[config.mk]
export PLATFORM = sky130hd
export DESIGN_NAME = adc0809_responder_flat
export DESIGN_NICKNAME = d
export VERILOG_FILES = /design/src/rtl/adc0809_if.sv /design/src/rtl/adc0809_responder.sv /design/src/flat_wrapper.sv
export SDC_FILE = /design/constraint.sdc
export NUM_CORES = 1
export LEC_CHECK = 0
export CORE_ASPECT_RATIO = 2
export CORE_MARGIN = 4
export CORE_UTILIZATION = 47
export CTS_CLUSTER_DIAMETER = 50
export CTS_CLUSTER_SIZE = 8
export DETAILED_ROUTE_END_ITERATION = 16
export HOLD_SLACK_MARGIN = 0.03
export PLACE_DENSITY = 0.84
export SETUP_SLACK_MARGIN = 0.05
export SKIP_LAST_GASP = 1
export SLEW_MARGIN = 20
export SYNTH_ARGS = -nofsm -noshare
export SYNTH_HDL_FRONTEND = slang
export SYNTH_SLANG_ARGS = --single-unit
[constraint.sdc]
create_clock -name clk_in -period 4.55 [get_ports clk_in]
set_input_delay 0.91 -clock clk_in [delete_from_list [all_inputs] [get_ports clk_in]]
set_output_delay 0.91 -clock clk_in [all_outputs]
set_load 0.03 [all_outputs]
[src/rtl/adc0809_if.sv]
// Bus bundle between an ADC0809-style host and the responder.
// The optional ovr flag exists only when ADC_RESPONDER_OVR_EN is defined.
interface adc0809_if;
  logic        a;
  logic        b;
  logic        c;
  logic        ale;
  logic        start;
  logic        oe;
  logic [63:0] ch_data;
  logic        eoc;
  logic [7:0]  data_out;
  logic        busy;
`ifdef ADC_RESPONDER_OVR_EN
  logic        ovr;
`endif

  modport master (
    output a, b, c, ale, start, oe, ch_data,
`ifdef ADC_RESPONDER_OVR_EN
    input  ovr,
`endif
    input  eoc, data_out, busy
  );

  modport slave (
    input  a, b, c, ale, start, oe, ch_data,
`ifdef ADC_RESPONDER_OVR_EN
    output ovr,
`endif
    output eoc, data_out, busy
  );
endinterface

[src/rtl/adc0809_responder.sv]
// Cycle-level emulation of an ADC0809 successive-approximation converter.
// Define ADC_RESPONDER_OVR_EN to add the unread-result overrun flag (ovr).
module adc0809_responder #(
  parameter int unsigned STEP_CYCLES = 8,
  parameter int unsigned EOC_DLY     = 2
) (
  input  logic     clk_in,
  input  logic     rst,
  adc0809_if.slave bus
);

  typedef enum logic [2:0] {
    S_IDLE,
    S_ARMED,
    S_EOC_WAIT,
    S_CONVERT,
    S_DONE
  } state_e;

  localparam logic [7:0] STEP_LAST = 8'(STEP_CYCLES - 1);
  localparam logic [3:0] DLY_LAST  = 4'(EOC_DLY - 1);

  state_e     state_q, state_d;
  logic [2:0] addr_q, addr_d;
  logic [7:0] sar_q, sar_d;
  logic [7:0] sample_q, sample_d;
  logic [7:0] result_q, result_d;
  logic [3:0] dly_cnt_q, dly_cnt_d;
  logic [7:0] step_cnt_q, step_cnt_d;
  logic [2:0] bit_idx_q, bit_idx_d;
  logic       eoc_q, eoc_d;
  logic       busy_q, busy_d;
  logic       ale_q, start_q;

  logic       ale_rise, start_rise, start_fall;
  logic       enter_convert, abort, complete;
  logic [7:0] decided, next_trial;

  assign ale_rise   = bus.ale & ~ale_q;
  assign start_rise = bus.start & ~start_q;
  assign start_fall = ~bus.start & start_q;

  // The trial bit survives only if the trial value does not exceed the held sample.
  assign decided    = (sar_q <= sample_q) ? sar_q : (sar_q & ~(8'h01 << bit_idx_q));
  assign next_trial = decided | (8'h01 << (bit_idx_q - 3'd1));

  // NOTE: every _d gets a default first so no path through the case leaves a latch.
  always_comb begin
    state_d       = state_q;
    addr_d        = addr_q;
    sar_d         = sar_q;
    sample_d      = sample_q;
    result_d      = result_q;
    dly_cnt_d     = dly_cnt_q;
    step_cnt_d    = step_cnt_q;
    bit_idx_d     = bit_idx_q;
    eoc_d         = eoc_q;
    busy_d        = busy_q;
    enter_convert = 1'b0;
    abort         = 1'b0;
    complete      = 1'b0;

    if (ale_rise && state_q != S_CONVERT && state_q != S_EOC_WAIT) begin
      addr_d = {bus.c, bus.b, bus.a};
    end

    case (state_q)
      S_IDLE, S_DONE: begin
        if (start_rise) begin
          state_d = S_ARMED;
          sar_d   = 8'h00;
          busy_d  = 1'b1;
        end
      end
      S_ARMED: begin
        if (start_fall) begin
          sample_d = bus.ch_data[{addr_q, 3'b000} +: 8];
          if (EOC_DLY == 1) begin
            enter_convert = 1'b1;
          end else begin
            state_d   = S_EOC_WAIT;
            dly_cnt_d = 4'd1;
          end
        end
      end
      S_EOC_WAIT: begin
        if (start_rise) begin
          abort = 1'b1;
        end else if (dly_cnt_q == DLY_LAST) begin
          enter_convert = 1'b1;
        end else begin
          dly_cnt_d = dly_cnt_q + 4'd1;
        end
      end
      S_CONVERT: begin
        if (start_rise) begin
          abort = 1'b1;
        end else if (step_cnt_q == STEP_LAST) begin
          if (bit_idx_q == 3'd0) begin
            sar_d    = decided;
            result_d = decided;
            eoc_d    = 1'b1;
            busy_d   = 1'b0;
            state_d  = S_DONE;
            complete = 1'b1;
          end else begin
            sar_d      = next_trial;
            bit_idx_d  = bit_idx_q - 3'd1;
            step_cnt_d = 8'd0;
          end
        end else begin
          step_cnt_d = step_cnt_q + 8'd1;
        end
      end
      default: state_d = S_IDLE;
    endcase

    if (enter_convert) begin
      state_d    = S_CONVERT;
      eoc_d      = 1'b0;
      sar_d      = 8'h80;
      step_cnt_d = 8'd0;
      bit_idx_d  = 3'd7;
    end

    // Abort restarts from ARMED; the last completed result stays readable.
    if (abort) begin
      state_d    = S_ARMED;
      sar_d      = 8'h00;
      eoc_d      = 1'b1;
      busy_d     = 1'b1;
      dly_cnt_d  = 4'd0;
      step_cnt_d = 8'd0;
    end
  end

  // NOTE: sequential state uses non-blocking assignments only, so every register
  // sees the pre-edge values of the others regardless of statement order.
  always_ff @(posedge clk_in) begin
    if (rst) begin
      state_q    <= S_IDLE;
      addr_q     <= 3'd0;
      sar_q      <= 8'h00;
      sample_q   <= 8'h00;
      result_q   <= 8'h00;
      dly_cnt_q  <= 4'd0;
      step_cnt_q <= 8'd0;
      bit_idx_q  <= 3'd0;
      eoc_q      <= 1'b1;
      busy_q     <= 1'b0;
      ale_q      <= 1'b0;
      start_q    <= 1'b0;
    end else begin
      state_q    <= state_d;
      addr_q     <= addr_d;
      sar_q      <= sar_d;
      sample_q   <= sample_d;
      result_q   <= result_d;
      dly_cnt_q  <= dly_cnt_d;
      step_cnt_q <= step_cnt_d;
      bit_idx_q  <= bit_idx_d;
      eoc_q      <= eoc_d;
      busy_q     <= busy_d;
      ale_q      <= bus.ale;
      start_q    <= bus.start;
    end
  end

  assign bus.eoc      = eoc_q;
  assign bus.busy     = busy_q;
  assign bus.data_out = bus.oe ? result_q : 8'h00;

`ifdef ADC_RESPONDER_OVR_EN
  logic unread_q, unread_d;
  logic ovr_q, ovr_d;

  // A completion over an unread result raises ovr even if oe clears it that cycle.
  always_comb begin
    unread_d = unread_q;
    ovr_d    = ovr_q;
    if (bus.oe) begin
      unread_d = 1'b0;
      ovr_d    = 1'b0;
    end
    if (complete) begin
      unread_d = 1'b1;
      if (unread_q) ovr_d = 1'b1;
    end
  end

  always_ff @(posedge clk_in) begin
    if (rst) begin
      unread_q <= 1'b0;
      ovr_q    <= 1'b0;
    end else begin
      unread_q <= unread_d;
      ovr_q    <= ovr_d;
    end
  end

  assign bus.ovr = ovr_q;
`endif

endmodule
[src/flat_wrapper.sv]
// flat-port wrapper written by rule: the top's interface ports become plain ports
module adc0809_responder_flat 
#(
  parameter int unsigned STEP_CYCLES = 8,
  parameter int unsigned EOC_DLY     = 2
)
  (clk_in, rst, bus_a, bus_b, bus_c, bus_ale, bus_start, bus_oe, bus_ch_data, bus_eoc, bus_data_out, bus_busy);
  adc0809_if bus_i ();
  input  logic clk_in;
  input  logic rst;
  input wire logic [$bits(bus_i.a)-1:0] bus_a;
  input wire logic [$bits(bus_i.b)-1:0] bus_b;
  input wire logic [$bits(bus_i.c)-1:0] bus_c;
  input wire logic [$bits(bus_i.ale)-1:0] bus_ale;
  input wire logic [$bits(bus_i.start)-1:0] bus_start;
  input wire logic [$bits(bus_i.oe)-1:0] bus_oe;
  input wire logic [$bits(bus_i.ch_data)-1:0] bus_ch_data;
  output wire logic [$bits(bus_i.eoc)-1:0] bus_eoc;
  output wire logic [$bits(bus_i.data_out)-1:0] bus_data_out;
  output wire logic [$bits(bus_i.busy)-1:0] bus_busy;
  assign bus_i.a = bus_a;
  assign bus_i.b = bus_b;
  assign bus_i.c = bus_c;
  assign bus_i.ale = bus_ale;
  assign bus_i.start = bus_start;
  assign bus_i.oe = bus_oe;
  assign bus_i.ch_data = bus_ch_data;
  assign bus_eoc = bus_i.eoc;
  assign bus_data_out = bus_i.data_out;
  assign bus_busy = bus_i.busy;
  adc0809_responder #(.STEP_CYCLES(STEP_CYCLES), .EOC_DLY(EOC_DLY)) u_core (.clk_in(clk_in), .rst(rst), .bus(bus_i));
endmodule
==> impl_metrics.py, run 1 <==
metrics = {
    "worst_setup_path": {
        "rrSetupSlack_ps": 2360,
        "critPathMostFrequentCell": "clkdlybuf4s50_1",
        "cp_num_buf_inv": 2,
        "rr_endpoint": "u_core.sar_q[0]$_SDFFE_PP0P_",
        "crit_family": "buffers and inverters",
        "end_kind": "output pin",
        "cp_slowest_cell": "clkdlybuf4s50_1",
        "crit_chain": "clkdlybuf4s50_1 -> and2_1 -> clkdlybuf4s50_1",
        "cp.required_ps": 3640,
        "crit_type": "input pin to output pin",
        "cp_max_fo": 8,
        "worst_ep_arrival_time_ps": 2320,
        "reg2reg_from": "u_core.sample_q[1]$_SDFFE_PP0P_",
        "cpPeakStageDelay_ps": 660,
        "start_kind": "input pin",
        "reg2reg_depth": 7,
    },
    "global_route": {
        "grt_overflow": 0,
        "grt_pass1_vias": 2909,
        "grt_pass1_wl_mm": 12.2,
        "grt_usage_pct": 19.1,
        "grt_max_degree": 23,
        "antenna_found_initial": 0,
    },
    "logic_synthesis": {
        "synth_edf_count": 0,
        "synth_top_area_share_pct": 31.2,
        "ys_types": 51,
        "yosys.area.top_type": "dfxtp_1",
        "synthFlopType": "dfxtp_1",
        "synthTopCellsByArea": "dfxtp_1, mux4_2, ha_1",
        "syn_area_um2": 3140,
        "ys_seq_area_share_pct": 31.2,
        "synthCells": 345,
        "ys_ff_latch": 49,
        "synth_warnings": 0,
        "async_flop_share_pct": 0,
        "syn_nets": 434,
        "syn-mean-instance-area_um2": 9.11,
    },
    "clocking": {
        "h-tree-depth": 2,
        "clk_pin_slew_worst_paths_ps": 60,
        "worstSkewPairLatency_ps": 290,
        "cts_setup_buffers": 0,
        "cts.sinks": 49,
        "cts_tree": "yes",
        "numCtsBuffers": 5,
        "cts_root_buf": "clkbuf_16",
        "hold_buffers": 0,
        "cts_buffer_depth": 2,
        "cts_resized": 0,
    },
    "cells_and_area": {
        "fillers": 521,
        "regArea_um2": 981,
        "final_util_pct": 64.3,
        "final_net_count": 505,
        "n_antenna_cell": 0,
        "multi_input_comb_area_um2": 2020,
        "area_delta_synth_final_pct": 31.1,
        "drive_gt1_share_pct": 8.67,
    },
    "min_path": {
        "min_to": "u_core.result_q[7]$_SDFFE_PP0P_",
        "hold_start": "u_core.result_q[7]$_SDFFE_PP0P_",
        "hold_path.class": "flip-flop to flip-flop",
        "whs_path_depth": 2,
    },
    "floorplanning": {
        "initial_core_util_pct": 49.0,
        "core_um2": 6410,
        "pin_count": 82,
        "die-area_um2": 8140,
        "fp.dieH_um": 124,
        "die_x_um": 65.8,
        "rows": 41,
    },
    "sta": {
        "rsz0062_at_grt": "no",
        "max_freq_ghz": 0.310,
        "maxSlewViolCount": 0,
        "finalHoldViolCount": 0,
        "period_minus_slack_ps": 3230,
        "skew_ps": 2.92,
        "fin_hold_ws_ps": 451,
        "setup_tns_ps": 0,
        "period_share_pct": 70.9,
        "worst_slew_pin_slew_ps": 990,
        "relSlewSlack_pct": 33.9,
        "setup_viol": 0,
    },
    "routing": {
        "drtAntennaViolNets": 0,
        "wl_per_cell_um": 14.9,
        "avgViaCountPerCell": 5.76,
        "drt_wl_total_mm": 7.46,
        "drt_iter0_drc": 105,
        "drc": 0,
        "first_pass_iters": 4,
        "vias": 2885,
    },
    "pwr": {
        "power_density_nw_per_um2": 231,
        "total_leakage_power_nw": 1.48,
        "irDropWorstVdd_mv": 0.165,
    },
    "placed_design": {
        "numPortBuffers": 81,
        "hpwl_mm": 6.05,
        "gp_congestion": 0.848,
    },
    "status": {
        "status": "complete, no violations",
    },
    "flow_run": {
        "drv_cap": 0,
    },
}
synthesized netlist by cell type (4+ instances only):
library cell / n
dfxtp_1: 49
nand3_1: 15
clkbuf_1: 8
xor2_1: 8
nor2b_1: 7
a21oi_1: 21
nand2b_1: 6
nand3b_1: 9
inv_1: 16
a211oi_1: 15
mux4_2: 16
and2_1: 8
and3_1: 6
a31oi_1: 6
nand4_1: 4
nand2_1: 29
ha_1: 17
nor2_1: 23
nor3_1: 7
o21ai_0: 10
a21o_1: 4
mux2i_1: 11
o22ai_1: 4
buf_2: 7
flip-flops by register name (all words and copies together) (netlist names):
| signal | flops |
|---|---|
| u_core.state_q | 3 |
| u_core.step_cnt_q | 8 |
| u_core.bus.eoc | 1 |
| u_core.result_q | 8 |
| u_core.start_q | 1 |
| u_core.bit_idx_q | 3 |
| u_core.sample_q | 8 |
| u_core.bus.busy | 1 |
| u_core.sar_q | 8 |
| u_core.ale_q | 1 |
| u_core.dly_cnt_q | 4 |
| u_core.addr_q | 3 |
logic make-up (layout without fill, tap and decap cells):
logic type | after synthesis | after routing | share of synthesized area, %
AOI/OAI and AO/OA | 74 | 74 | 15.3
adders and majority gates | 17 | 17 | 6.77
buffers and inverters | 35 | 105 | 4.82
DFF | 49 | 49 | 31.2
and+or+nand+nor | 133 | 133 | 24.2
muxes | 27 | 27 | 15.0
xor gates and xnor gates | 10 | 10 | 2.79
per-layer routing:
metal / part of all wire (%) / GRT usage, % / up-vias
met4: 2.5 / 10.4 / 0
met5: 0 / 0 / -
met1: 35 / 17.8 / 1340
li1: - / - / 1402
met3: 5.5 / 3.79 / 17
met2: 57 / 37.3 / 126
cells in the final DEF, fill, tap and decap left out, types with 2 or more instances in the layout:
master           synthesis  layout
o21ai_0                 10      10
inv_1                   16      16
nor2_1                  23      23
nor2b_1                  7       7
a211oi_1                15      15
xnor2_1                  2       2
o22ai_1                  4       4
nor2_2                   2       2
mux2i_1                 11      11
nand3_1                 15      15
mux4_2                  16      16
and2_1                   8       8
o211ai_1                 2       2
o21ai_1                  2       2
buf_4                    3       2
nor3b_1                  3       3
and3_1                   6       6
a21oi_1                 21      21
a21o_1                   4       4
clkdlybuf4s50_1          0      81
ha_1                    17      17
and4_1                   3       3
nor3b_2                  2       2
nand2_1                 29      29
nand2b_1                 6       6
a31oi_1                  6       6
nor3_1                   7       7
clkbuf_16                0       5
a2111oi_0                2       2
dfxtp_1                 49      49
nand4_1                  4       4
xor2_1                   8       8
nand3b_1                 9       9
area by class of cell:
type	instances	area share, %
clock buffers	5	3.04
clock inverters	1	0.121
inverters	16	1.46
multi-input cells	261	48.9
flip-flops and latches	49	23.8
well taps	86	2.61
repair buffers	83	20.0
how the worst max path moves through the flow:
| stage | cells after the start | to | slack [ps] | from |
|---|---|---|---|---|
| 2_1_floorplan | 1 | bus_data_out[0] | 2450 | bus_oe |
| 6_report | 3 | bus_data_out[3] | 1320 | bus_oe |
| 3_5_place_dp | 3 | bus_data_out[3] | 1290 | bus_oe |
| 5_1_grt | 3 | bus_data_out[1] | 1240 | bus_oe |
| 4_1_cts | 3 | bus_data_out[3] | 1280 | bus_oe |
| 3_3_place_gp | 3 | bus_data_out[4] | 1330 | bus_oe |
worst register-to-register path, stage by stage (launching register included):
cell	delay [ps]
dfxtp_1	330
inv_1	40
ha_1	290
nor2b_1	130
o211a_1	210
o211ai_1	490
nand2_1	260
a211oi_1	340
power breakdown:
group / total (mW) / internal (mW) / switching (mW)
registers: 0.452 / 0.436 / 0.0162
clock network: 0.349 / 0.197 / 0.153
logic: 0.151 / 0.0996 / 0.0514
total: 0.952 / 0.732 / 0.220
metrics by stage:
stage	total power [mW]	area, um2	setup WS, ps	std cells
floorplan	0.536	3140	2450	345
finish	0.952	4120	1320	501
detailed placement	0.614	3990	1290	495
global route	0.987	4120	1240	501
global placement	0.610	3990	1330	495
CTS	0.959	4120	1280	501
Power figures use the tool's default switching activity.
==> run 2: changes to the inputs <==
clock period = 3.1 ns   (was 4.55 ns; I/O delays follow)
==> run 2 against run 1 <==
Effect of this change: largest power group unchanged; die area stayed put; combinational power is 55% higher; worst setup slack worse by 860 ps; wire length is 3.3% higher; critical path depth stayed put; first-iteration DRC count is 51% higher; largest cell class unchanged; count of clock-buffer cells in the layout stayed put; total power is 58% higher.
==> impl_metrics.py, run 2 (same netlist as run 1, synthesis figures left out) <==
metrics = {
    "clocking": {
        "h-tree-depth": 2,
        "cts_resized": 0,
        "cts_tree": "yes",
        "cts_setup_buffers": 0,
        "clk_pin_slew_worst_paths_ps": 70,
        "cts_buffer_depth": 2,
        "numCtsBuffers": 5,
        "cts.sinks": 49,
        "worstSkewPairLatency_ps": 290,
        "cts_root_buf": "clkbuf_16",
        "hold_buffers": 0,
    },
    "global_route": {
        "grt_usage_pct": 20.0,
        "grt_pass1_vias": 2891,
        "antenna_found_initial": 0,
        "grt_pass1_wl_mm": 12.7,
        "grt_max_degree": 21,
        "grt_overflow": 0,
    },
    "pwr": {
        "total_leakage_power_nw": 1.52,
        "finalPower_mw": 1.50,
        "switching_power_mw": 0.339,
        "p_comb_share_pct": 15.5,
        "pwr-share-seq_pct": 43.8,
        "power_frac_clock_pct": 40.7,
        "power_density_nw_per_um2": 359,
        "irDropWorstVdd_mv": 0.264,
        "internal_power_mw": 1.16,
        "swShare_pct": 22.5,
    },
    "worst_setup_path": {
        "cp_num_buf_inv": 2,
        "cp_slowest_cell": "clkdlybuf4s50_1",
        "cp.required_ps": 2480,
        "crit_chain": "clkdlybuf4s50_1 -> and2_1 -> clkdlybuf4s50_1",
        "cp_max_fo": 8,
        "critPathMostFrequentCell": "clkdlybuf4s50_1",
        "end_kind": "output pin",
        "crit_type": "input pin to output pin",
        "worst_ep_arrival_time_ps": 2010,
        "start_kind": "input pin",
        "crit_family": "buffers and inverters",
        "cpPeakStageDelay_ps": 660,
    },
    "cells_and_area": {
        "area_delta_synth_final_pct": 33.3,
        "final_area_um2": 4190,
        "mostFrequentLayoutCells": "clkdlybuf4s50_1, dfxtp_1, nand2_1, nor2_1, a21oi_1",
        "drive_gt1_share_pct": 9.98,
        "final_net_count": 510,
        "final_common_cell": "clkdlybuf4s50_1",
        "n_antenna_cell": 0,
    },
    "routing": {
        "drtAntennaViolNets": 0,
        "first_pass_iters": 5,
        "wl_per_cell_um": 15.2,
        "drc": 0,
        "drt_iter0_drc": 159,
        "vias": 2916,
        "drt_wl_total_mm": 7.71,
        "avgViaCountPerCell": 5.75,
    },
    "sta": {
        "relSlewSlack_pct": 53.8,
        "setup_tns_ps": 0,
        "rsz0062_at_grt": "no",
        "finalHoldViolCount": 0,
        "layout_setup_ws_ps": 468,
        "period_share_pct": 84.9,
        "period_minus_slack_ps": 2630,
        "worst_slew_pin_slew_ps": 692,
        "setup_viol": 0,
        "skew_ps": 9.80,
        "maxSlewViolCount": 0,
        "max_freq_ghz": 0.380,
        "fin_hold_ws_ps": 457,
    },
    "placed_design": {
        "numPortBuffers": 81,
        "place_area_um2": 4030,
        "gp_congestion": 0.862,
        "dp_slack_ps": 434,
        "hpwl_mm": 6.20,
    },
    "min_path": {
        "hold_path.class": "flip-flop to flip-flop",
    },
    "floorplanning": {
        "rows": 41,
        "fp.dieH_um": 124,
        "core_um2": 6410,
        "die-area_um2": 8140,
        "pin_count": 82,
        "die_x_um": 65.8,
        "initial_core_util_pct": 49.0,
    },
    "status": {
        "status": "complete, no violations",
    },
    "flow_run": {
        "drv_cap": 0,
    },
}
==> run 2: cell types whose count changed in the layout (fill, tap and decap cells not counted) <==
cell | previous run | this run
buf_4 | 2 | 7
bufinv_16 | 0 | 1
==> run 2: stage by stage <==
stage | utilization (%) | instances
floorplan | - | 345
global placement | 62.8 | 500
detailed placement | 62.8 | 500
CTS | 65.3 | 507
global route | 65.3 | 507
finish | 65.3 | 507
==> run 2: layer usage <==
layer  track usage [%]  part of all wire [%]
met4              11.6                   3.5
met2              37.7                    55
met1              19.5                    35
met3              3.61                   5.7
met5                 0                     0
==> run 2: power groups by stage <==
stage	combinational (mW)	sequential [mW]	clock, mW
4_1_cts	0.235	0.658	0.622
3_3_place_gp	0.230	0.671	0
5_1_grt	0.252	0.660	0.655
2_1_floorplan	0.125	0.662	0
6_report	0.234	0.658	0.612
3_5_place_dp	0.234	0.672	0
==> run 2: worst reg2reg max path, delay by kind of cell, from the launching register on <==
family                     cells  cell delay [ps]
and+or+nand+nor                4             1320
adders and majority gates      1              270
AOI/OAI and AO/OA              1              180
DFF                            1              410
==> run 2: path summary, 6_finish.rpt <==
kind	start	to	slack [ps]	cells past startpoint
hold reg to reg	u_core.result_q[4]$_SDFFE_PP0P_	u_core.result_q[4]$_SDFFE_PP0P_	460	2
setup reg to reg	u_core.step_cnt_q[0]$_SDFFE_PP0P_	u_core.result_q[7]$_SDFFE_PP0P_	860	6
setup / recovery	bus_oe	bus_data_out[1]	470	3
hold / removal	u_core.result_q[4]$_SDFFE_PP0P_	u_core.result_q[4]$_SDFFE_PP0P_	460	2
==> run 2: layout make-up <==
cell class	instances	area, um2
clock inverters	2	35.0
multi-input cells	261	2020
fillers	545	2220
repair buffers	88	863
well taps	86	108
clock buffers	5	125
inverters	16	60.1
flip-flops and latches	49	981
